File: src/rtl/equivalence_stream_comparator_if.sv
// Handshake bundle for the stream comparator: two input streams joined word by word,
// plus one result stream.
interface equivalence_stream_comparator_if #(
  parameter int WIDTH     = 32,
  parameter int CNT_WIDTH = 16
);
  logic                 a_vld, a_rdy;
  logic [WIDTH-1:0]     a_dat;
  logic                 b_vld, b_rdy;
  logic [WIDTH-1:0]     b_dat;
  logic                 o_vld, o_rdy, o_eq;
  logic [CNT_WIDTH-1:0] o_idx;

  modport master (
    output a_vld, a_dat, b_vld, b_dat, o_rdy,
    input  a_rdy, b_rdy, o_vld, o_eq, o_idx
  );

  modport slave (
    input  a_vld, a_dat, b_vld, b_dat, o_rdy,
    output a_rdy, b_rdy, o_vld, o_eq, o_idx
  );
endinterface

File: src/rtl/equivalence_stream_comparator.sv
// Joins streams A and B, emits one registered equality result per pair, and keeps
// saturating match/miss statistics plus a capture of the first mismatching pair.
module equivalence_stream_comparator #(
  parameter int WIDTH     = 32,
  parameter int CNT_WIDTH = 16
) (
  input  logic                 clk,
  input  logic                 rst_n,
  input  logic                 clr,
  equivalence_stream_comparator_if.slave io,
  output logic [CNT_WIDTH-1:0] cnt_match,
  output logic [CNT_WIDTH-1:0] cnt_miss,
  output logic                 miss_flg,
  output logic [CNT_WIDTH-1:0] miss_idx,
  output logic [WIDTH-1:0]     miss_a,
  output logic [WIDTH-1:0]     miss_b
);

  logic                 o_vld_q, o_vld_d;
  logic                 o_eq_q, o_eq_d;
  logic [CNT_WIDTH-1:0] o_idx_q, o_idx_d;
  logic [CNT_WIDTH-1:0] idx_q, idx_d;
  logic [CNT_WIDTH-1:0] cnt_match_q, cnt_match_d;
  logic [CNT_WIDTH-1:0] cnt_miss_q, cnt_miss_d;
  logic                 miss_flg_q, miss_flg_d;
  logic [CNT_WIDTH-1:0] miss_idx_q, miss_idx_d;
  logic [WIDTH-1:0]     miss_a_q, miss_a_d;
  logic [WIDTH-1:0]     miss_b_q, miss_b_d;

  logic free, xfer, eq;

  // Each ready looks only at the other side's valid, so neither stream can wait on itself.
  assign free     = !o_vld_q || io.o_rdy;
  assign io.a_rdy = io.b_vld && free;
  assign io.b_rdy = io.a_vld && free;
  assign xfer     = io.a_vld && io.b_vld && free;
  assign eq       = (io.a_dat == io.b_dat);

  always_comb begin
    o_vld_d     = o_vld_q;
    o_eq_d      = o_eq_q;
    o_idx_d     = o_idx_q;
    idx_d       = idx_q;
    cnt_match_d = cnt_match_q;
    cnt_miss_d  = cnt_miss_q;
    miss_flg_d  = miss_flg_q;
    miss_idx_d  = miss_idx_q;
    miss_a_d    = miss_a_q;
    miss_b_d    = miss_b_q;

    if (free) begin
      o_vld_d = xfer;
      if (xfer) begin
        o_eq_d  = eq;
        o_idx_d = idx_q;
      end
    end

    // clr wins over statistics, but a pair taken this cycle is still forwarded above.
    if (clr) begin
      idx_d       = '0;
      cnt_match_d = '0;
      cnt_miss_d  = '0;
      miss_flg_d  = 1'b0;
      miss_idx_d  = '0;
      miss_a_d    = '0;
      miss_b_d    = '0;
    end else if (xfer) begin
      idx_d = idx_q + 1'b1;
      if (eq) begin
        if (cnt_match_q != '1) cnt_match_d = cnt_match_q + 1'b1;
      end else begin
        if (cnt_miss_q != '1) cnt_miss_d = cnt_miss_q + 1'b1;
        if (!miss_flg_q) begin
          miss_flg_d = 1'b1;
          miss_idx_d = idx_q;
          miss_a_d   = io.a_dat;
          miss_b_d   = io.b_dat;
        end
      end
    end
  end

  always_ff @(posedge clk or negedge rst_n) begin
    if (!rst_n) begin
      o_vld_q     <= 1'b0;
      o_eq_q      <= 1'b0;
      o_idx_q     <= '0;
      idx_q       <= '0;
      cnt_match_q <= '0;
      cnt_miss_q  <= '0;
      miss_flg_q  <= 1'b0;
      miss_idx_q  <= '0;
      miss_a_q    <= '0;
      miss_b_q    <= '0;
    end else begin
      o_vld_q     <= o_vld_d;
      o_eq_q      <= o_eq_d;
      o_idx_q     <= o_idx_d;
      idx_q       <= idx_d;
      cnt_match_q <= cnt_match_d;
      cnt_miss_q  <= cnt_miss_d;
      miss_flg_q  <= miss_flg_d;
      miss_idx_q  <= miss_idx_d;
      miss_a_q    <= miss_a_d;
      miss_b_q    <= miss_b_d;
    end
  end

  assign io.o_vld  = o_vld_q;
  assign io.o_eq   = o_eq_q;
  assign io.o_idx  = o_idx_q;
  assign cnt_match = cnt_match_q;
  assign cnt_miss  = cnt_miss_q;
  assign miss_flg  = miss_flg_q;
  assign miss_idx  = miss_idx_q;
  assign miss_a    = miss_a_q;
  assign miss_b    = miss_b_q;

endmodule

File: src/flat_wrapper.sv
// flat-port wrapper written by rule: the top's interface ports become plain ports
module equivalence_stream_comparator_flat 
#(
  parameter int WIDTH     = 32,
  parameter int CNT_WIDTH = 16
)
  (clk, rst_n, clr, cnt_match, cnt_miss, miss_flg, miss_idx, miss_a, miss_b, io_a_vld, io_a_dat, io_b_vld, io_b_dat, io_o_rdy, io_a_rdy, io_b_rdy, io_o_vld, io_o_eq, io_o_idx);
  equivalence_stream_comparator_if #(.WIDTH(WIDTH), .CNT_WIDTH(CNT_WIDTH)) io_i ();
  input  logic clk;
  input  logic rst_n;
  input  logic clr;
  output logic [CNT_WIDTH-1:0] cnt_match;
  output logic [CNT_WIDTH-1:0] cnt_miss;
  output logic miss_flg;
  output logic [CNT_WIDTH-1:0] miss_idx;
  output logic [WIDTH-1:0] miss_a;
  output logic [WIDTH-1:0] miss_b;
  input wire logic [$bits(io_i.a_vld)-1:0] io_a_vld;
  input wire logic [$bits(io_i.a_dat)-1:0] io_a_dat;
  input wire logic [$bits(io_i.b_vld)-1:0] io_b_vld;
  input wire logic [$bits(io_i.b_dat)-1:0] io_b_dat;
  input wire logic [$bits(io_i.o_rdy)-1:0] io_o_rdy;
  output wire logic [$bits(io_i.a_rdy)-1:0] io_a_rdy;
  output wire logic [$bits(io_i.b_rdy)-1:0] io_b_rdy;
  output wire logic [$bits(io_i.o_vld)-1:0] io_o_vld;
  output wire logic [$bits(io_i.o_eq)-1:0] io_o_eq;
  output wire logic [$bits(io_i.o_idx)-1:0] io_o_idx;
  assign io_i.a_vld = io_a_vld;
  assign io_i.a_dat = io_a_dat;
  assign io_i.b_vld = io_b_vld;
  assign io_i.b_dat = io_b_dat;
  assign io_i.o_rdy = io_o_rdy;
  assign io_a_rdy = io_i.a_rdy;
  assign io_b_rdy = io_i.b_rdy;
  assign io_o_vld = io_i.o_vld;
  assign io_o_eq = io_i.o_eq;
  assign io_o_idx = io_i.o_idx;
  equivalence_stream_comparator #(.WIDTH(WIDTH), .CNT_WIDTH(CNT_WIDTH)) u_core (.clk(clk), .rst_n(rst_n), .clr(clr), .io(io_i), .cnt_match(cnt_match), .cnt_miss(cnt_miss), .miss_flg(miss_flg), .miss_idx(miss_idx), .miss_a(miss_a), .miss_b(miss_b));
endmodule
File: config.mk
export PLATFORM = sky130hd
export DESIGN_NAME = equivalence_stream_comparator_flat
export DESIGN_NICKNAME = d
export VERILOG_FILES = /design/src/rtl/equivalence_stream_comparator_if.sv /design/src/rtl/equivalence_stream_comparator.sv /design/src/flat_wrapper.sv
export SDC_FILE = /design/constraint.sdc
export NUM_CORES = 1
export LEC_CHECK = 0
export CORE_MARGIN = 2
export CORE_UTILIZATION = 43
export DETAILED_ROUTE_END_ITERATION = 16
export HOLD_SLACK_MARGIN = 0.06
export PLACE_DENSITY_LB_ADDON = 0.08
export SYNTH_ARGS = -nofsm -noshare
export SYNTH_HDL_FRONTEND = slang
export SYNTH_SLANG_ARGS = --single-unit
File: constraint.sdc
create_clock -name clk -period 2 [get_ports clk]
set_input_delay 0.3 -clock clk [delete_from_list [all_inputs] [get_ports clk]]
set_output_delay 0.3 -clock clk [all_outputs]
set_load 0.02 [all_outputs]
== Yosys cells after proc, flatten, opt, wreduce, memory -nomap -nowiden ==
Cells that the tools add are included.

* Add/sub/neg operators: 3
* $mul: 0
* Divide/modulo/power cells: 0
* Order comparisons: 0
* Equal/unequal tests: 5
* Shifts and indexed selects: 0
* Muxes and demuxes: 25
* Bitwise gates (word level): 0
* Reductions and logical operators: 15

{| class="wikitable"
|+ Operator list
! kind !! count
|-
| 2-to-1 mux 32 bit || 8
|-
| 2-to-1 mux 16 bit || 14
|-
| adder 16 x 1 -> 16 bit, second input constant || 3
|-
| == test 32 bit || 1
|-
| != test 16 bit, second input constant || 2
|-
| AND reduction 3 bit || 3
|-
| nonzero test 2 bit || 4
|-
| logical AND 1 bit || 4
|-
| != test 2 bit, second input constant || 2
|-
| AND reduction 2 bit || 2
|-
| 2-to-1 mux 1 bit || 3
|-
| zero test 1 bit || 1
|-
| logical OR 1 bit || 1
|}

* Bits in registers: 147
* Bits in latches: 0
* Bits in writable memories: 0
* Bits in read-only memories: 0
* Bits of input ports: 70
* Output and inout port bits: 133
* Logic and storage cells: 58
* Memories: 0

== Logic depth before layout (Yosys ltp) ==
Gate-level depths: netlist (run 1).

* Word-level depth: 5
* Gate-level depth with buffers: 8
* Gate-level depth less buffers: 7

== Worst setup path before layout (run 1) ==
OpenSTA, ideal clock, no wires.

* Kind: in2reg
* Start: in io_a_dat[28]
* End: reg u_core.cnt_match_q[11], in the netlist u_core.cnt_match[11]
* Library setup time: 0.125 ns
* Arrival time: 1.906 ns
* Data required time: 1.875 ns
* Setup slack: -0.031 ns
* Cell stages on the path: 7
* Buffers on the path: 1
* Cells stage by stage: xor2_1 > nor4_1 > nand4_1 > or2_1 > buf_6 > nor4b_1 > mux2_2

* Word-level cells in the longest chain between the ends: 3

{| class="wikitable"
|+ RTL lines
! element !! RTL line !! source
|-
| start: declaration || flat_wrapper.sv:19 || <nowiki>input wire logic [$bits(io_i.a_dat)-1:0] io_a_dat;</nowiki>
|-
| == test 32 bit || equivalence_stream_comparator.sv:37 || <nowiki>assign eq = (io.a_dat == io.b_dat);</nowiki>
|-
| nonzero test 2 bit (no line) || n/a ||
|-
| AND reduction 3 bit (no line) || n/a ||
|-
| end signal: assignment || equivalence_stream_comparator.sv:101 || <nowiki>cnt_match_q <= cnt_match_d;</nowiki>
|-
| end: declaration || equivalence_stream_comparator.sv:23 || <nowiki>logic [CNT_WIDTH-1:0] cnt_match_q, cnt_match_d;</nowiki>
|}

No other way between the ends.
A chain may end at the register's enable or synchronous reset.

== Worst setup path in the final report (run 1) ==
* Start: reg u_core.cnt_miss_q[8], in the netlist u_core.cnt_miss[8]
* End: reg u_core.cnt_miss_q[5], in the netlist u_core.cnt_miss[5]

* Word-level cells in the longest chain between the ends: 3

{| class="wikitable"
|+ RTL lines
! element !! RTL line !! source
|-
| start: declaration || equivalence_stream_comparator.sv:24 || <nowiki>logic [CNT_WIDTH-1:0] cnt_miss_q, cnt_miss_d;</nowiki>
|-
| start signal: assignment || equivalence_stream_comparator.sv:102 || <nowiki>cnt_miss_q <= cnt_miss_d;</nowiki>
|-
| != test 16 bit || equivalence_stream_comparator.sv:73 || <nowiki>if (cnt_miss_q != '1) cnt_miss_d = cnt_miss_q + 1'b1;</nowiki>
|-
| nonzero test 2 bit (no line) || n/a ||
|-
| AND reduction 3 bit (no line) || n/a ||
|}

No other way between the ends.

==> flow_metrics.env, run 1 <==
export IMPL_syn_inst=671
export IMPL_fin_crit_ns=1.95
export IMPL_clock_latency_ns=0.43
export IMPL_finalHoldViolCount=0
export IMPL_slew_viol_final=0
export IMPL_setup_violations=0
export IMPL_path_class="reg2reg"
export IMPL_grt_usage_pct=23.3
export IMPL_path_cells="and3_1 > nand4_1 > or3_4 > nand4_1 > mux2_2"
export IMPL_synth_most_common_cell="dfrtp_1"
export IMPL_cp_max_fo=5
export IMPL_required_ns=2.30
export IMPL_clock_skew_ns=0.00984
export IMPL_yosys_warnings=0
export IMPL_yosys_top_cells_area="dfrtp_1, mux2i_1, nor2_1, xor2_1, nand2_1"
export IMPL_grt_antenna_before_repair=3
export IMPL_synth_ff_type="dfrtp_1"
export IMPL_area_growth_syn_to_layout_pct=53.4
export IMPL_die_area_mm2=0.0171
export IMPL_io_buffers=202
export IMPL_avgSynthCellArea_um2=10.3
export IMPL_p_int_mw=5.74
export IMPL_async_flop_share_pct=100
export IMPL_numCtsBuffers=17
export IMPL_ir_worst_vdd_mv=0.556
export IMPL_first_pass_iters=5
export IMPL_synth_top_area_share_pct=53.3
export IMPL_path_buf_inv=0
export IMPL_ant_nets=0
export IMPL_dieWidth_um=131
export IMPL_place_congestion=0.890
export IMPL_clock_sinks=147
export IMPL_vias=5994
export IMPL_fillers=1264
export IMPL_crit_top_cell="nand4_1"
export IMPL_drtIter0Drc=343
export IMPL_start_kind="flop"
export IMPL_cp_num_cells=5
export IMPL_start_util_pct=43.8
export IMPL_core_area_mm2=0.0158
export IMPL_wl_per_cell_um=17.2
export IMPL_dp_hpwl_mm=13.9
export IMPL_yosys_area_top_type="dfrtp_1"
export IMPL_via_per_inst=5.13
export IMPL_leakagePower_nw=4.69
export IMPL_yosysSeqAreaShare_pct=53.3
export IMPL_startpoint="u_core.cnt_miss[8]$_DFFE_PN0P_"
export IMPL_setup_slack_ns=0.0512
export IMPL_fin_nets=1009
export IMPL_status="finished, final reports clean"
export IMPL_min_path_type="in2reg"
export IMPL_grt_max_degree=61
export IMPL_finalCritPeriodShare_pct=97.4
export IMPL_crit_slowest_cell="or3_4"
export IMPL_grt_pass1_wl_mm=30.8
export IMPL_worstSetupEndpointType="flop"
export IMPL_drc=0
export IMPL_critPathMaxStageDelay_ns=0.49
export IMPL_wl_mm=20.1
export IMPL_dp_cells=1125
export IMPL_max_slew_margin_pct=71.8
export IMPL_htreeDepth=4
export IMPL_synth_area_mm2=0.00690
export IMPL_die_h_um=131
export IMPL_rsz0062_at_grt="false"
export IMPL_post_place_ws_ns=-0.791
export IMPL_switching_share_pct=23.6
export IMPL_cts_root_buf="clkbuf_16"
export IMPL_crit_family="simple AND/OR/NAND/NOR gates"
export IMPL_cts_buffer_depth=2
export IMPL_synth_nets=744
export IMPL_crit_end="u_core.cnt_miss[5]$_DFFE_PN0P_"
export IMPL_placementRows=46
export IMPL_synth_cell_types=36
export IMPL_worstPathArrival_ns=2.25
export IMPL_stdcell_count=1168
export IMPL_max_cap_violations=0
export IMPL_fmax_mhz=513
export IMPL_drive_gt1_share_pct=20.5
export IMPL_power_frac_comb_pct=12.7
export IMPL_worstMarginPinSlew_ns=0.423
export IMPL_r2r_cells=5
export IMPL_power_density_mw_per_mm2=710
export IMPL_rrSetupSlack_ns=0.05
export IMPL_r2r_end="u_core.cnt_miss[5]$_DFFE_PN0P_"
export IMPL_path_clk_slew_ns=0.06
export IMPL_first_global_vias=6020
export IMPL_pwr_share_seq_pct=41.2
export IMPL_net_switching_power_mw=1.77
export IMPL_num_io_pins=203
export IMPL_power_share_clock_pct=46.1
export IMPL_regToRegStartpoint="u_core.cnt_miss[8]$_DFFE_PN0P_"
export IMPL_overflow=0
export IMPL_cts_tree="yes"
export IMPL_ys_top_cells_by_count="dfrtp_1, nor2_1, mux2i_1, nand2_1, xor2_1"
export IMPL_ys_ff_latch=147
export IMPL_synth_edf_count=0
==> power by group through the flow <==
stage,logic [mW],registers [mW],clock network [mW]
floorplan,0.301,3.23,0
global placement,0.927,3.14,0
detailed placement,0.939,3.14,0
CTS,0.918,3.09,3.54
global route,1.03,3.10,3.68
finish,0.955,3.09,3.47
==> kinds of logic after synthesis <==
group	count (synthesis)	synth area share [%]
and+or+nand+nor	308	20.8
DFF	147	53.3
muxes	98	14.5
xor gates and xnor gates	46	5.84
buffers and inverters	38	2.34
AOI/OAI and AO/OA	31	2.74
adders and majority gates	3	0.544
==> worst min-delay path: cells and delay by family <==
| kind | cells | cell delay [ns] |
|---|---|---|
| muxes | 1 | 0.07 |
| and+or+nand+nor | 1 | 0.08 |
| buffers and inverters | 1 | 0.10 |
==> sequential cells by signal, summed over array words and instances (netlist names) <==
signal / cells
u_core.io.o_idx: 16
u_core.idx_q: 16
u_core.miss_b: 32
u_core.cnt_miss: 16
u_core.io.o_eq: 1
u_core.miss_flg: 1
u_core.io.o_vld: 1
u_core.miss_idx: 16
u_core.cnt_match: 16
u_core.miss_a: 32
==> cell type report <==
cell class                 count  area (µm²)  area share, %
sequential                   147        3680           34.8
multi-input combinational    488        3330           31.5
timing repair buffer         280        2640           24.9
clock buffer                  25         505           4.77
tap                          216         270           2.55
clock inverter                 7         144           1.36
inverter                       2        7.51         0.0709
antenna                        3        7.51         0.0709
==> metrics by stage <==
step	total power [mW]	hold slack [ns]	setup TNS (ns)	area, µm²	util [%]
CTS	7.55	0.264	-0.0210	10400	65.9
global placement	4.07	0.241	-63.15	9680	61.4
finish	7.52	0.166	0	10600	67.1
global route	7.81	0.164	0	10600	67.1
floorplan	3.53	0.00441	0	6910	-
detailed placement	4.08	0.250	-68.20	9680	61.4
==> worst min-delay path by stage <==
stage	startpoint	endpoint	slack, ns	cells past startpoint
2_1_floorplan	rst_n	u_core.cnt_match[0]$_DFFE_PN0P_	0.004	0
3_3_place_gp	rst_n	u_core.miss_b[22]$_DFFE_PN0P_	0.24	1
3_5_place_dp	rst_n	u_core.miss_a[11]$_DFFE_PN0P_	0.25	1
4_1_cts	clr	u_core.cnt_match[4]$_DFFE_PN0P_	0.26	2
5_1_grt	io_b_dat[14]	u_core.miss_b[14]$_DFFE_PN0P_	0.16	3
6_report	io_b_dat[14]	u_core.miss_b[14]$_DFFE_PN0P_	0.17	3
==> what timing repair did <==
item / CTS / global route
gates cloned: 2 / 4
endpoints found under the hold margin: 41 / 0
buffers inserted: 2 / 1
setup endpoints to repair: 116 / 113
pin swaps: 24 / 25
hold buffers: 1 / 0
resized for setup: 87 / 104
==> cell usage in the layout (no fill, tap or decap), types with 10 or more instances in the layout <==
cell type	instances
a21oi_1	12
and3_1	10
buf_4	63
clkbuf_16	21
clkbuf_2	27
clkdlybuf4s15_1	18
clkdlybuf4s50_1	134
dfrtp_1	146
dlygate4sd2_1	14
mux2_2	15
mux2i_1	81
nand2_1	68
nand3_1	17
nand4_1	18
nor2_1	122
nor2b_1	16
nor3_1	10
xor2_1	30
xor2_2	10
==> per-layer routing <==
layer	share of wire (%)	track usage (%)	vias up
met2	47	37.1	239
met3	8.6	7.57	46
li1	-	-	2821
met5	0.040	0	-
met1	42	29.7	2886
met4	1.9	9.32	2
(Power assumes the default switching activity.)
==> run 2: changes to the inputs <==
--- a/config.mk
+++ b/config.mk
@@ -6,8 +6,9 @@
 export NUM_CORES = 1
 export LEC_CHECK = 0
 export CORE_MARGIN = 2
-export CORE_UTILIZATION = 43
+export CORE_UTILIZATION = 48
 export DETAILED_ROUTE_END_ITERATION = 16
+export GPL_ROUTABILITY_DRIVEN = 0
 export HOLD_SLACK_MARGIN = 0.06
 export PLACE_DENSITY_LB_ADDON = 0.08
 export SYNTH_ARGS = -nofsm -noshare
==> constraint.sdc (replaced) <==
create_clock -name clk -period 2.1 [get_ports clk]
set_input_delay 0.315 -clock clk [delete_from_list [all_inputs] [get_ports clk]]
set_output_delay 0.315 -clock clk [all_outputs]
set_load 0.02 [all_outputs]
==> run 2 against run 1 <==
Compared with the run above:
- critical path depth is 3 higher
- highest routed layer unchanged
- non-clock buffer count is 9 higher
- critical endpoint is now u_core.cnt_match[13]$_DFFE_PN0P_
- setup slack better by 0.0088 ns
- power is 9.8% lower
==> flow_metrics.env, run 2 (synthesis results as in run 1) <==
export IMPL_status="finished, final reports clean"
export IMPL_drtIter0Drc=514
export IMPL_pwr_share_seq_pct=43.5
export IMPL_leakagePower_nw=4.71
export IMPL_regArea_mm2=0.00368
export IMPL_ant_nets=0
export IMPL_crit_slowest_cell="or4_4"
export IMPL_final_common_cell="dfrtp_1"
export IMPL_post_place_ws_ns=-0.880
export IMPL_power_share_clock_pct=42.6
export IMPL_start_kind="primary input"
export IMPL_power_frac_comb_pct=13.9
export IMPL_path_buf_inv=2
export IMPL_drc=0
export IMPL_power_total_mw=6.78
export IMPL_placementRows=43
export IMPL_first_pass_iters=5
export IMPL_start_util_pct=49.3
export IMPL_dp_cells=1091
export IMPL_switching_share_pct=24.0
export IMPL_finalHoldViolCount=0
export IMPL_grt_usage_pct=26.5
export IMPL_finalCritPeriodShare_pct=97.1
export IMPL_max_slew_margin_pct=65.5
export IMPL_setup_violations=0
export IMPL_wl_per_cell_um=17.8
export IMPL_hp_start="io_b_dat[5]"
export IMPL_clock_sinks=147
export IMPL_worstMarginPinSlew_ns=0.517
export IMPL_power_density_mw_per_mm2=645
export IMPL_clock_skew_ns=0.00729
export IMPL_htreeDepth=4
export IMPL_dieWidth_um=124
export IMPL_path_clk_slew_ns=0.06
export IMPL_grt_antenna_before_repair=3
export IMPL_wl_mm=20.2
export IMPL_hold_end="u_core.miss_b[5]$_DFFE_PN0P_"
export IMPL_hold_depth=3
export IMPL_crit_family="simple AND/OR/NAND/NOR gates"
export IMPL_fin_crit_ns=2.04
export IMPL_cts_root_buf="clkbuf_16"
export IMPL_die_h_um=124
export IMPL_cts_buffer_depth=2
export IMPL_required_ns=2.44
export IMPL_rrSetupSlack_ns=0.12
export IMPL_num_io_pins=203
export IMPL_cp_max_fo=5
export IMPL_numCtsBuffers=17
export IMPL_grt_max_degree=56
export IMPL_io_buffers=202
export IMPL_die_area_mm2=0.0154
export IMPL_multi_input_area_mm2=0.00331
export IMPL_worstPathArrival_ns=2.38
export IMPL_area_growth_syn_to_layout_pct=52.1
export IMPL_cts_tree="yes"
export IMPL_path_class="in2reg"
export IMPL_critPathMaxStageDelay_ns=0.51
export IMPL_r2r_end="u_core.cnt_miss[4]$_DFFE_PN0P_"
export IMPL_clock_latency_ns=0.41
export IMPL_fillers=996
export IMPL_stdcell_count=1137
export IMPL_r2r_cells=7
export IMPL_first_global_vias=6097
export IMPL_setup_slack_ns=0.0600
export IMPL_path_cells="clkdlybuf4s15_1 > xor2_1 > nor4_2 > nand4_1 > or2_4 > buf_12 > or4_4 > a21oi_2"
export IMPL_ir_worst_vdd_mv=0.442
export IMPL_core_area_mm2=0.0140
export IMPL_worstSetupEndpointType="flop"
export IMPL_vias=6072
export IMPL_fmax_mhz=490
export IMPL_p_int_mw=5.15
export IMPL_grt_pass1_wl_mm=31.1
export IMPL_overflow=0
export IMPL_net_switching_power_mw=1.63
export IMPL_drive_gt1_share_pct=21.5
export IMPL_final_cell_mix="dfrtp_1, clkdlybuf4s50_1, nor2_1"
export IMPL_slew_viol_final=0
export IMPL_fin_nets=1016
export IMPL_max_cap_violations=0
export IMPL_via_per_inst=5.34
export IMPL_whs_ns=0.199
export IMPL_dp_hpwl_mm=13.6
export IMPL_regToRegStartpoint="u_core.cnt_miss[9]$_DFFE_PN0P_"
export IMPL_min_path_type="in2reg"
[run 2: area by class of cell]
type / count / area share, %
Timing Repair Buffer: 289 / 25.8
Clock inverter: 4 / 0.429
Inverter: 2 / 0.0715
Tap cell: 180 / 2.14
Clock buffer: 27 / 4.98
Antenna cell: 2 / 0.0477
Multi-Input combinational cell: 486 / 31.5
Sequential cell: 147 / 35.0
[run 2: worst reg2reg max path, cell delays in order, from the launching register on]
cell and delay (ns):
dfrtp_1 0.38, and3_1 0.22, nand4_1 0.19, buf_4 0.20, or3_4 0.42, nand3_1 0.13
nor3_1 0.07, mux2_2 0.26
[run 2: through the flow]
stage,util (%),instance area [µm²],TNS (ns)
after floorplan,-,6900,0
after global routing,75.1,10500,-0.0759
after CTS,75.0,10500,-0.0343
after detailed placement,69.0,9660,-64.57
after global placement,69.0,9660,-62.63
final,75.1,10500,0
[run 2: worst max path at each step]
stage,start,endpoint,slack [ns],depth (start not counted)
global route,io_b_dat[2],u_core.cnt_match[7]$_DFFE_PN0P_,-0.03,8
floorplan,io_a_dat[28],u_core.cnt_match[11]$_DFFE_PN0P_,0.05,7
detailed placement,io_b_dat[22],u_core.cnt_match[4]$_DFFE_PN0P_,-0.88,9
finish,io_b_dat[6],u_core.cnt_match[13]$_DFFE_PN0P_,0.06,8
CTS,io_a_dat[13],u_core.miss_idx[7]$_DFFE_PN0P_,-0.008,12
global placement,io_b_dat[22],u_core.cnt_match[15]$_DFFE_PN0P_,-0.84,9
[run 2: power by group through the flow]
stage               combinational, mW  clock (mW)  sequential (mW)
floorplan                       0.287           0             3.08
global placement                0.893           0             2.99
detailed placement              0.906           0             2.99
CTS                             0.934        2.94             2.94
global route                     1.01        3.07             2.95
finish                          0.941        2.89             2.95
[run 2: routing by layer]
layer	global-route usage, %	share of wire, %	wire [µm]	vias to the layer above
met1	33.6	41	8260	2985
met5	0	0.064	13	-
met3	6.73	7.8	1570	31
li1	-	-	-	2830
met4	10.5	2.0	414	2
met2	43.6	49	9960	224
[run 2: timing repair]
item	4_1_cts	5_1_grt
setup endpoints to repair	116	102
gates cloned	5	2
hold buffers	1	0
buffers inserted	3	3
pin swaps	24	24
endpoints found under the hold margin	53	0
resized for setup	112	84
==> run 3: changes to the inputs <==
--- a/config.mk
+++ b/config.mk
@@ -5,8 +5,8 @@
 export SDC_FILE = /design/constraint.sdc
 export NUM_CORES = 1
 export LEC_CHECK = 0
-export CORE_MARGIN = 2
-export CORE_UTILIZATION = 48
+export ABC_AREA = 1
+export CORE_UTILIZATION = 49
 export DETAILED_ROUTE_END_ITERATION = 16
 export GPL_ROUTABILITY_DRIVEN = 0
 export HOLD_SLACK_MARGIN = 0.06
==> run 3 against run 2 <==
Compared with the run above:
- utilization down 4.5 points
- synthesized cell count up 42%
- worst hold slack better by 0.15 ns
- cell count up 21%
- sequential power up 4%
==> flow_metrics.env, run 3 <==
export IMPL_wl_mm=19.9
export IMPL_path_class="reg2out"
export IMPL_io_buffers=202
export IMPL_die_h_um=127
export IMPL_synthMuxAreaShare_pct=0
export IMPL_critPathMaxStageDelay_ns=0.63
export IMPL_finalCritPeriodShare_pct=95.0
export IMPL_synth_top_area_share_pct=48.2
export IMPL_die_area_mm2=0.0161
export IMPL_clock_latency_ns=0.42
export IMPL_grt_pass1_wl_mm=33.1
export IMPL_htreeDepth=4
export IMPL_fin_crit_ns=2.00
export IMPL_ys_top_cells_by_count="nand2_1, dfrtp_1, nor2_1, inv_1, o21ai_1"
export IMPL_fillers=1206
export IMPL_synth_most_common_cell="nand2_1"
export IMPL_max_slew_margin_pct=72.9
export IMPL_synth_area_mm2=0.00763
export IMPL_ir_worst_vdd_mv=0.538
export IMPL_rsz0062_at_grt="false"
export IMPL_core_area_mm2=0.0152
export IMPL_dp_hpwl_mm=14.5
export IMPL_drive_gt1_share_pct=12.6
export IMPL_required_ns=1.78
export IMPL_cts_tree="yes"
export IMPL_yosys_area_share_simple_pct=29.0
export IMPL_placementRows=45
export IMPL_r2r_cells=10
export IMPL_grt_usage_pct=26.1
export IMPL_worstPathArrival_ns=1.68
export IMPL_via_per_inst=5.11
export IMPL_area_growth_syn_to_layout_pct=40.6
export IMPL_multi_input_area_mm2=0.00342
export IMPL_worstMarginPinSlew_ns=0.407
export IMPL_cts_buffer_depth=2
export IMPL_path_clk_slew_ns=0.06
export IMPL_yosysSeqAreaShare_pct=48.2
export IMPL_synth_ff_type="dfrtp_1"
export IMPL_final_common_cell="nand2_1"
export IMPL_leakagePower_nw=4.76
export IMPL_setup_tns_ns=0
export IMPL_crit_family="buffers and inverters"
export IMPL_avgSynthCellArea_um2=8.00
export IMPL_rrSetupSlack_ns=0.24
export IMPL_synth_xor_area_share_pct=3.56
export IMPL_grt_antenna_before_repair=0
export IMPL_synth_nets=1027
export IMPL_status="finished, final reports clean"
export IMPL_async_flop_share_pct=100
export IMPL_path_cells="a21boi_0 > clkdlybuf4s50_1"
export IMPL_yosys_top_cells_area="dfrtp_1, nand2_1, o21ai_2, nor2_1, inv_1"
export IMPL_yosys_area_top_type="dfrtp_1"
export IMPL_cp_max_fo=5
export IMPL_vias=7035
export IMPL_fin_area_mm2=0.0107
export IMPL_clock_skew_ns=0.00633
export IMPL_crit_slowest_cell="clkdlybuf4s50_1"
export IMPL_first_pass_iters=5
export IMPL_final_cell_mix="nand2_1, clkdlybuf4s50_1, dfrtp_1"
export IMPL_synth_compound_area_share_pct=11.6
export IMPL_finalCoreUtilization_pct=70.6
export IMPL_regToRegStartpoint="u_core.cnt_miss[0]$_DFFE_PN0P_"
export IMPL_ant_nets=0
export IMPL_dp_cells=1344
export IMPL_ys_ff_latch=147
export IMPL_setup_violations=0
export IMPL_worstSetupEndpointType="output port"
export IMPL_clock_sinks=147
export IMPL_power_density_mw_per_mm2=698
export IMPL_min_path_type="in2async"
export IMPL_synth_top_family_by_area="simple AND/OR/NAND/NOR gates"
export IMPL_first_global_vias=6694
export IMPL_regArea_mm2=0.00368
export IMPL_numCtsBuffers=17
export IMPL_r2r_end="u_core.cnt_miss[10]$_DFFE_PN0P_"
export IMPL_num_io_pins=203
export IMPL_drc=0
export IMPL_slew_viol_final=0
export IMPL_fin_nets=1249
export IMPL_drtIter0Drc=418
export IMPL_grt_max_degree=74
export IMPL_overflow=0
export IMPL_path_buf_inv=1
export IMPL_cts_setup_buffers=0
export IMPL_start_util_pct=50.2
export IMPL_syn_inst=954
export IMPL_yosys_warnings=0
export IMPL_synth_edf_count=0
export IMPL_finalHoldViolCount=0
export IMPL_synth_cell_types=37
export IMPL_antennaDiodeCount=0
export IMPL_dieWidth_um=127
export IMPL_wl_per_cell_um=14.5
export IMPL_placed_area_mm2=0.0101
export IMPL_synthAdderAreaFrac_pct=0.492
export IMPL_start_kind="flop"
export IMPL_max_cap_violations=0
export IMPL_cts_root_buf="clkbuf_16"
export IMPL_stdcell_count=1376
export IMPL_fmax_mhz=501
-- run 3: cell types whose count changed after synthesis, sizes merged, moves of 21 or more --
cell   delta
mux2i    -82
nand2   +292
inv      +66
xor2     -33
o21ai   +115
nand3    +21
nor2     -51
-- run 3: area by class of cell --
class	count	share of cell area (%)
inverters	68	2.40
flip-flops and latches	147	34.3
multi-input cells	695	31.9
clock buffers	24	4.58
repair buffers	247	23.6
clock inverters	7	1.13
well taps	188	2.19
-- run 3: repair_timing --
item | CTS | global route
hold buffers | 1 | 0
endpoints found under the setup margin | 0 | 1
gates resized for setup | 0 | 1
endpoints found under the hold margin | 33 | 0
-- run 3: cell families (layout without fill, tap and decap cells) --
logic type / Yosys count / after routing
AOI/OAI and AO/OA: 140 / 140
DFF: 147 / 147
buffers and inverters: 112 / 346
adders and majority gates: 3 / 3
xor gates and xnor gates: 31 / 31
and+or+nand+nor: 521 / 521
-- run 3: how the worst max path moves through the flow --
| stage | from | endpoint | slack, ns | cells after the start |
|---|---|---|---|---|
| 6_report | u_core.io.o_vld$_DFFE_PN0N_ | io_b_rdy | 0.10 | 2 |
| 5_1_grt | u_core.io.o_vld$_DFFE_PN0N_ | io_b_rdy | 0.02 | 2 |
| 4_1_cts | u_core.io.o_vld$_DFFE_PN0N_ | io_a_rdy | 0.06 | 2 |
| 3_5_place_dp | io_b_dat[3] | u_core.miss_idx[9]$_DFFE_PN0P_ | -0.19 | 11 |
| 3_3_place_gp | io_b_dat[17] | u_core.miss_idx[5]$_DFFE_PN0P_ | -0.15 | 12 |
| 2_1_floorplan | u_core.cnt_miss[0]$_DFFE_PN0P_ | u_core.cnt_miss[4]$_DFFE_PN0P_ | 0.27 | 10 |
-- run 3: stage by stage --
step	setup WS, ns	power [mW]	hold WS (ns)
after floorplan	0.266	3.71	0.0194
after global placement	-0.148	4.37	0.231
after detailed placement	-0.187	4.38	0.232
after CTS	0.0557	7.55	0.358
after global routing	0.0192	7.80	0.381
final	0.105	7.49	0.353
-- run 3: power by group --
| group | switching, mW | internal (mW) |
|---|---|---|
| Combinational | 0.683 | 0.580 |
| Clock | 1.17 | 1.99 |
| Sequential | 0.0928 | 2.97 |
-- run 3: metal layers --
metal / GRT usage (%) / share of wire (%) / vias to the layer above
met5: 0 / 0 / -
met4: 8.82 / 2.0 / 0
met3: 5.53 / 6.4 / 32
met2: 41.9 / 47 / 215
met1: 35.3 / 45 / 3276
li1: - / - / 3512
